### config.mk
export PLATFORM = sky130hd
export DESIGN_NAME = kalman_sequencer
export DESIGN_NICKNAME = d
export VERILOG_FILES = /design/src/rtl/kalman_sequencer.sv
export SDC_FILE = /design/constraint.sdc
export NUM_CORES = 1
export LEC_CHECK = 0
export CAP_MARGIN = 20
export CORE_AREA = 3 3 213 215
export DETAILED_ROUTE_END_ITERATION = 10
export DIE_AREA = 0 0 216 218
export GPL_TIMING_DRIVEN = 0
export PLACE_DENSITY_LB_ADDON = 0.3
export RECOVER_POWER = 25
export SETUP_SLACK_MARGIN = 0.1
export SYNTH_ARGS = -nofsm -noshare
export SYNTH_HDL_FRONTEND = slang
export SYNTH_SLANG_ARGS = --single-unit
### constraint.sdc
create_clock -name clk -period 2 [get_ports clk]
set_input_delay 0.3 -clock clk [delete_from_list [all_inputs] [get_ports clk]]
set_output_delay 0.3 -clock clk [all_outputs]
set_load 0.01 [all_outputs]
### src/rtl/kalman_sequencer.sv
`default_nettype none
// ============================================================================
//  Module   : kalman_sequencer
//  Purpose  : Initiator/controller for the three-axis Kalman ALU. Holds the
//             latest gyro and accelerometer samples, measures elapsed time as
//             dt, launches an ALU update (load_gyro, settle, axis enables),
//             captures the updated angles and presents them on a valid/ready
//             handshake.
//  Ports    :
//    clk, n_rst                       clock, asynchronous active-low reset
//    gyro_valid, gyro_in[47:0]        gyro sample strobe/data (roll/pitch/yaw)
//    acc_valid, acc_pitch/yaw/roll    accelerometer sample strobe/data
//    alu_gyro_data, alu_dt,
//    alu_pitch/yaw/roll_meas          operands driven to the ALU
//    load_gyro, pitch/yaw/roll_en     ALU strobes
//    alu_pitch/yaw/roll               ALU result registers
//    att_valid, att_ready,
//    att_pitch/yaw/roll               downstream attitude handshake
//    busy                             high whenever not IDLE
//    overrun                          sticky: a held sample was overwritten
//  Revision : 1.0 - initial release
// ============================================================================
module kalman_sequencer #(
   parameter int SETTLE_CYCLES = 4,
   parameter int DT_DIV        = 1000
) (
   input  logic        clk,
   input  logic        n_rst,
   input  logic        gyro_valid,
   input  logic [47:0] gyro_in,
   input  logic        acc_valid,
   input  logic [15:0] acc_pitch,
   input  logic [15:0] acc_yaw,
   input  logic [15:0] acc_roll,
   output logic [47:0] alu_gyro_data,
   output logic [7:0]  alu_dt,
   output logic [15:0] alu_pitch_meas,
   output logic [15:0] alu_yaw_meas,
   output logic [15:0] alu_roll_meas,
   output logic        load_gyro,
   output logic        pitch_en,
   output logic        yaw_en,
   output logic        roll_en,
   input  logic [15:0] alu_pitch,
   input  logic [15:0] alu_yaw,
   input  logic [15:0] alu_roll,
   output logic        att_valid,
   input  logic        att_ready,
   output logic [15:0] att_pitch,
   output logic [15:0] att_yaw,
   output logic [15:0] att_roll,
   output logic        busy,
   output logic        overrun
);

   localparam int             c_PRESC_W     = (DT_DIV > 1) ? $clog2(DT_DIV) : 1;
   localparam logic [c_PRESC_W-1:0] c_PRESC_MAX = c_PRESC_W'(DT_DIV - 1);
   localparam logic [7:0]     c_SETTLE_LAST = 8'(SETTLE_CYCLES - 1);
   localparam logic [7:0]     c_DT_MAX      = 8'hFF;

   typedef enum logic [2:0] {
      S_IDLE    = 3'd0,
      S_LOAD    = 3'd1,
      S_SETTLE  = 3'd2,
      S_UPDATE  = 3'd3,
      S_CAPTURE = 3'd4,
      S_PRESENT = 3'd5
   } state_t;

   state_t r_state;
   state_t w_state_next;

   logic [47:0]          r_gyro_hold;
   logic [15:0]          r_acc_pitch_hold;
   logic [15:0]          r_acc_yaw_hold;
   logic [15:0]          r_acc_roll_hold;
   logic                 r_gyro_seen;
   logic                 r_acc_seen;
   logic                 r_overrun;
   logic [c_PRESC_W-1:0] r_presc;
   logic [7:0]           r_dt_cnt;
   logic [7:0]           r_settle_cnt;
   logic [47:0]          r_alu_gyro_data;
   logic [7:0]           r_alu_dt;
   logic [15:0]          r_alu_pitch_meas;
   logic [15:0]          r_alu_yaw_meas;
   logic [15:0]          r_alu_roll_meas;
   logic [15:0]          r_att_pitch;
   logic [15:0]          r_att_yaw;
   logic [15:0]          r_att_roll;

   logic w_in_load;
   logic w_settle_done;

   assign w_in_load     = (r_state == S_LOAD);
   assign w_settle_done = (r_settle_cnt == c_SETTLE_LAST);

   // ------------------------------------------------------------------------
   // State register
   // ------------------------------------------------------------------------
   always_ff @(posedge clk or negedge n_rst) begin
      if (!n_rst) begin
         r_state <= S_IDLE;
      end else begin
         r_state <= w_state_next;
      end
   end

   // ------------------------------------------------------------------------
   // Next-state and strobe decode. Strobes are pure state decodes so they
   // drop to 0 the instant reset is asserted.
   // ------------------------------------------------------------------------
   always_comb begin
      w_state_next = r_state;
      load_gyro    = 1'b0;
      pitch_en     = 1'b0;
      yaw_en       = 1'b0;
      roll_en      = 1'b0;
      att_valid    = 1'b0;
      busy         = 1'b1;
      case (r_state)
         S_IDLE: begin
            busy = 1'b0;
            // Only registered flags count; a same-cycle strobe waits a cycle.
            if (r_gyro_seen && r_acc_seen) begin
               w_state_next = S_LOAD;
            end
         end
         S_LOAD: begin
            load_gyro    = 1'b1;
            w_state_next = S_SETTLE;
         end
         S_SETTLE: begin
            if (w_settle_done) begin
               w_state_next = S_UPDATE;
            end
         end
         S_UPDATE: begin
            pitch_en     = 1'b1;
            yaw_en       = 1'b1;
            roll_en      = 1'b1;
            w_state_next = S_CAPTURE;
         end
         S_CAPTURE: begin
            w_state_next = S_PRESENT;
         end
         S_PRESENT: begin
            att_valid = 1'b1;
            if (att_ready) begin
               w_state_next = S_IDLE;
            end
         end
         default: begin
            w_state_next = S_IDLE;
         end
      endcase
   end

   // ------------------------------------------------------------------------
   // Sample holding, overrun detection, dt measurement, ALU operand and
   // attitude capture registers.
   // ------------------------------------------------------------------------
   always_ff @(posedge clk or negedge n_rst) begin
      if (!n_rst) begin
         r_gyro_hold      <= '0;
         r_acc_pitch_hold <= '0;
         r_acc_yaw_hold   <= '0;
         r_acc_roll_hold  <= '0;
         r_gyro_seen      <= 1'b0;
         r_acc_seen       <= 1'b0;
         r_overrun        <= 1'b0;
         r_presc          <= '0;
         r_dt_cnt         <= '0;
         r_settle_cnt     <= '0;
         r_alu_gyro_data  <= '0;
         r_alu_dt         <= '0;
         r_alu_pitch_meas <= '0;
         r_alu_yaw_meas   <= '0;
         r_alu_roll_meas  <= '0;
         r_att_pitch      <= '0;
         r_att_yaw        <= '0;
         r_att_roll       <= '0;
      end else begin
         // A strobe during LOAD refills the slot being consumed, so it is a
         // fresh sample rather than an overwrite of an unused one.
         if (gyro_valid) begin
            r_gyro_hold <= gyro_in;
            r_gyro_seen <= 1'b1;
            if (r_gyro_seen && !w_in_load) begin
               r_overrun <= 1'b1;
            end
         end else if (w_in_load) begin
            r_gyro_seen <= 1'b0;
         end

         if (acc_valid) begin
            r_acc_pitch_hold <= acc_pitch;
            r_acc_yaw_hold   <= acc_yaw;
            r_acc_roll_hold  <= acc_roll;
            r_acc_seen       <= 1'b1;
            if (r_acc_seen && !w_in_load) begin
               r_overrun <= 1'b1;
            end
         end else if (w_in_load) begin
            r_acc_seen <= 1'b0;
         end

         // dt restarts at every LOAD; a tick landing on that cycle is lost.
         if (w_in_load) begin
            r_presc  <= '0;
            r_dt_cnt <= '0;
         end else if (r_presc == c_PRESC_MAX) begin
            r_presc <= '0;
            if (r_dt_cnt != c_DT_MAX) begin
               r_dt_cnt <= r_dt_cnt + 8'd1;
            end
         end else begin
            r_presc <= r_presc + 1'b1;
         end

         if (r_state == S_SETTLE && !w_settle_done) begin
            r_settle_cnt <= r_settle_cnt + 8'd1;
         end else begin
            r_settle_cnt <= '0;
         end

         // Operands are only written here, so they stay frozen for the rest
         // of the update.
         if (w_in_load) begin
            r_alu_gyro_data  <= r_gyro_hold;
            r_alu_pitch_meas <= r_acc_pitch_hold;
            r_alu_yaw_meas   <= r_acc_yaw_hold;
            r_alu_roll_meas  <= r_acc_roll_hold;
            r_alu_dt         <= r_dt_cnt;
         end

         if (r_state == S_CAPTURE) begin
            r_att_pitch <= alu_pitch;
            r_att_yaw   <= alu_yaw;
            r_att_roll  <= alu_roll;
         end
      end
   end

   assign alu_gyro_data  = r_alu_gyro_data;
   assign alu_dt         = r_alu_dt;
   assign alu_pitch_meas = r_alu_pitch_meas;
   assign alu_yaw_meas   = r_alu_yaw_meas;
   assign alu_roll_meas  = r_alu_roll_meas;
   assign att_pitch      = r_att_pitch;
   assign att_yaw        = r_att_yaw;
   assign att_roll       = r_att_roll;
   assign overrun        = r_overrun;

endmodule
`default_nettype wire

==> results.yml <==
timing:
  fin_crit_sh_pct: 106
  setup_viol: 2
  slew_violations: 0
  timing.slew.headroom_pct: 24.0
  rsz0062_at_grt: "true"
  period_minus_slack_ns: 2.11
  tightestPinTransition_ns: 1.14
  fmax_mhz: 474
  fin_ws_ns: -0.111
  hold_violations: 0
  holdWs_ns: 0.387
  fin_skew_ns: 0.0131
critical_path:
  regToRegEndpoint: "r_gyro_seen"
  cp_max_fo: 2
  r2r_cells: 6
  cp.required_ns: 1.70
  critical_path_class: "reg -> out"
  r2r_setup_slack_ns: 0.18
  start_kind: "flop"
  rr_startpoint: "r_state[2]"
  arrival_ns: 1.81
  cp-end-kind: "output pin"
power:
  p_total_w: 0.0230
  p_comb_share_pct: 37.3
  ir_drop_uv: 722
  switching_share_pct: 31.3
  power.switching_w: 0.00722
  p_clk_share_pct: 26.4
  power.internal_w: 0.0158
  p_leak_nw: 7.15
  p_seq_share_pct: 36.3
  p_per_area_mw_per_mm2: 1440
clock_network:
  path_clk_slew_ns: 0.06
  cts.sinks: 280
  cts_tree: "yes"
  clock_latency_ns: 0.52
  clockBufferDepth: 3
  cts_root_buffer: "clkbuf_16"
  cts_made_buffers: 34
  h-tree-depth: 2
grt:
  grt_pass1_wl_um: 47100
  antenna_found_initial: 2
  grt-ovfl-total: 0
  grt_use_total_pct: 12.7
  grtUsageMet3_pct: 5.87
  busiest_layer: "met2"
  grt.met2_usage_pct: 19.1
  grt_max_degree: 109
  met1_usage_pct: 16.4
  grt_pass1_vias: 8063
routing:
  vias_per_cell: 4.15
  drc_errors: 0
  dr.pass1.iters: 5
  vias: 7736
  drtIter0Drc: 316
  wirelength_um: 29900
  drtAntennaViolNets: 0
  routedWlPerCell_um: 16.0
floorplanning:
  initial_core_util_pct: 24.7
  die-height_um: 218
  dieArea_sq_mm: 0.0471
  die_w_um: 216
  rows: 77
  fp.coreArea_sq_mm: 0.0439
  io_pins: 308
yosys:
  syn_nets: 1052
  synth-edff-count: 0
  yosysMostFrequentCell: "nand2_1"
  yosysTopAreaCell: "dfrtp_1"
  ys_warn_count: 0
  netlist_area_sq_mm: 0.0108
  synth_commonest_cells: "314 x nand2_1, 280 x dfrtp_1, 144 x mux2_2"
  yosys.area.top_type_share_pct: 64.6
  synth.distinct_cells: 39
  async_flop_share_pct: 100
  synth_seq_cells: 280
  syn-instance-count: 900
  syn_avg_cell_area_sq_um: 12.0
  synth_ff_type: "dfrtp_1"
  synth.area.top_cells: "dfrtp_1 65%, mux2_2 15%, nand2_1 11%"
  ys_seq_area_share_pct: 64.6
job:
  maxCapViolCount: 0
worst_hold_path:
  min_path_type: "in -> reg"
  worstHoldStart: "gyro_in[14]"
  holdPathStages: 2
  whs_endpoint: "r_gyro_hold[14]"
place:
  dp_hpwl_um: 20900
  globalplace.congestion: 0.779
  io_buffers: 305
  post-place-ws_ns: -0.516
outcome:
  status: "complete, but fails checks"
  violations: "negative setup slack"
final_layout:
  area_growth_pct: 48.0
  drive_above_1_share_pct: 20.1
  nets: 1406
## placed cells by master, fill, tap and decap left out, drive strengths merged, types with 2 or more instances in the layout
| cell | Yosys | final |
|---|---|---|
| nand2 | 314 | 314 |
| clkdlybuf4s50 | 0 | 298 |
| dfrtp | 280 | 280 |
| mux2 | 144 | 144 |
| clkbuf | 10 | 66 |
| buf | 37 | 51 |
| nor2 | 22 | 22 |
| nand3 | 14 | 14 |
| xnor2 | 8 | 8 |
| xor2 | 8 | 8 |
| o21ai | 8 | 8 |
| inv | 8 | 7 |
| and3 | 7 | 7 |
| a21oi | 6 | 6 |
| or3 | 5 | 5 |
| nor3 | 3 | 3 |
| ha | 3 | 3 |
| clkinv | 0 | 3 |
| and4 | 2 | 2 |
| o21bai | 2 | 2 |
| mux2i | 2 | 2 |
| a21o | 2 | 2 |
| nor3b | 2 | 2 |
| and3b | 2 | 2 |
## power groups by stage
stage | Combinational, W | Clock (W) | Sequential (W)
2_1_floorplan | 0.00307 | 0 | 0.00899
3_3_place_gp | 0.00827 | 0 | 0.00840
3_5_place_dp | 0.00835 | 0 | 0.00842
4_1_cts | 0.00873 | 0.00636 | 0.00837
5_1_grt | 0.00944 | 0.00659 | 0.00858
6_report | 0.00859 | 0.00607 | 0.00835
## metal layers
layer / part of all wire [%] / up-vias
li1: - / 3646
met5: 0.043 / -
met4: 2.4 / 2
met3: 10 / 44
met2: 43 / 265
met1: 44 / 3779
## critical path, cell delays in order, from the launching register on
cell       delay [ns]
dfrtp_1          0.37
buf_6            0.12
or3b_4           0.40
clkbuf_16        0.17
clkinv_8         0.04
buf_8            0.08
buf_6            0.09
## worst max path at each step
stage,start,cells past startpoint,slack (ns),to
final,r_state[2],6,-0.11,load_gyro
after detailed placement,r_state[1],6,-0.52,load_gyro
after global placement,n_rst,1,-11.94,alu_yaw_meas[13]
after global routing,r_state[0],6,-0.18,load_gyro
after CTS,r_state[2],6,-0.16,load_gyro
after floorplan,r_settle_cnt[0],4,0.33,r_state[0]
## area by class of cell
class | instances | area (sq um)
Timing Repair Buffer | 318 | 3200
Fill cell | 4402 | 27900
Clock inverter | 4 | 51.3
Buffer | 47 | 399
Tap cell | 592 | 741
Multi-Input combinational cell | 565 | 3550
Clock buffer | 51 | 1050
Inverter | 8 | 42.5
Sequential cell | 280 | 7010
Antenna cell | 1 | 2.50
## what timing repair did
| action | in CTS | in global routing |
|---|---|---|
| resized for setup | 61 | 18 |
| setup buffers | 8 | 2 |
| endpoints found under the hold margin | 72 | 0 |
| hold buffers | 1 | 0 |
| endpoints found under the setup margin | 94 | 124 |
| pin swaps | 1 | 2 |
## through the flow
step,util (%),instance area (sq um),instances,TNS [ns]
after global placement,33.3,14600,1797,-3338.30
after detailed placement,33.4,14700,1799,-3.49
final,36.5,16000,1866,-0.143
after CTS,36.4,16000,1863,-0.235
after floorplan,-,10800,900,0
after global routing,36.5,16000,1865,-0.301
## sequential cells by signal (all words and copies together) (netlist names)
name / flops
r_presc: 10
r_acc_roll_hold: 16
r_gyro_hold: 48
overrun: 1
r_acc_pitch_hold: 16
alu_yaw_meas: 16
att_yaw: 16
att_roll: 16
alu_pitch_meas: 16
att_pitch: 16
alu_gyro_data: 48
r_acc_seen: 1
r_acc_yaw_hold: 16
alu_dt: 8
r_dt_cnt: 8
r_gyro_seen: 1
alu_roll_meas: 16
r_settle_cnt: 8
r_state: 3
## logic make-up (layout without fill, tap and decap cells)
kind of cell	after synthesis	after routing	synth area share, %
muxes	146	146	15.1
AOI/OAI and AO/OA	23	23	1.55
other	0	1	0
and+or+nand+nor	377	377	14.2
buffers and inverters	55	428	2.86
xor gates and xnor gates	16	16	1.29
DFF	280	280	64.6
adders and majority gates	3	3	0.346
No activity file was read; power rests on OpenSTA's default activity.
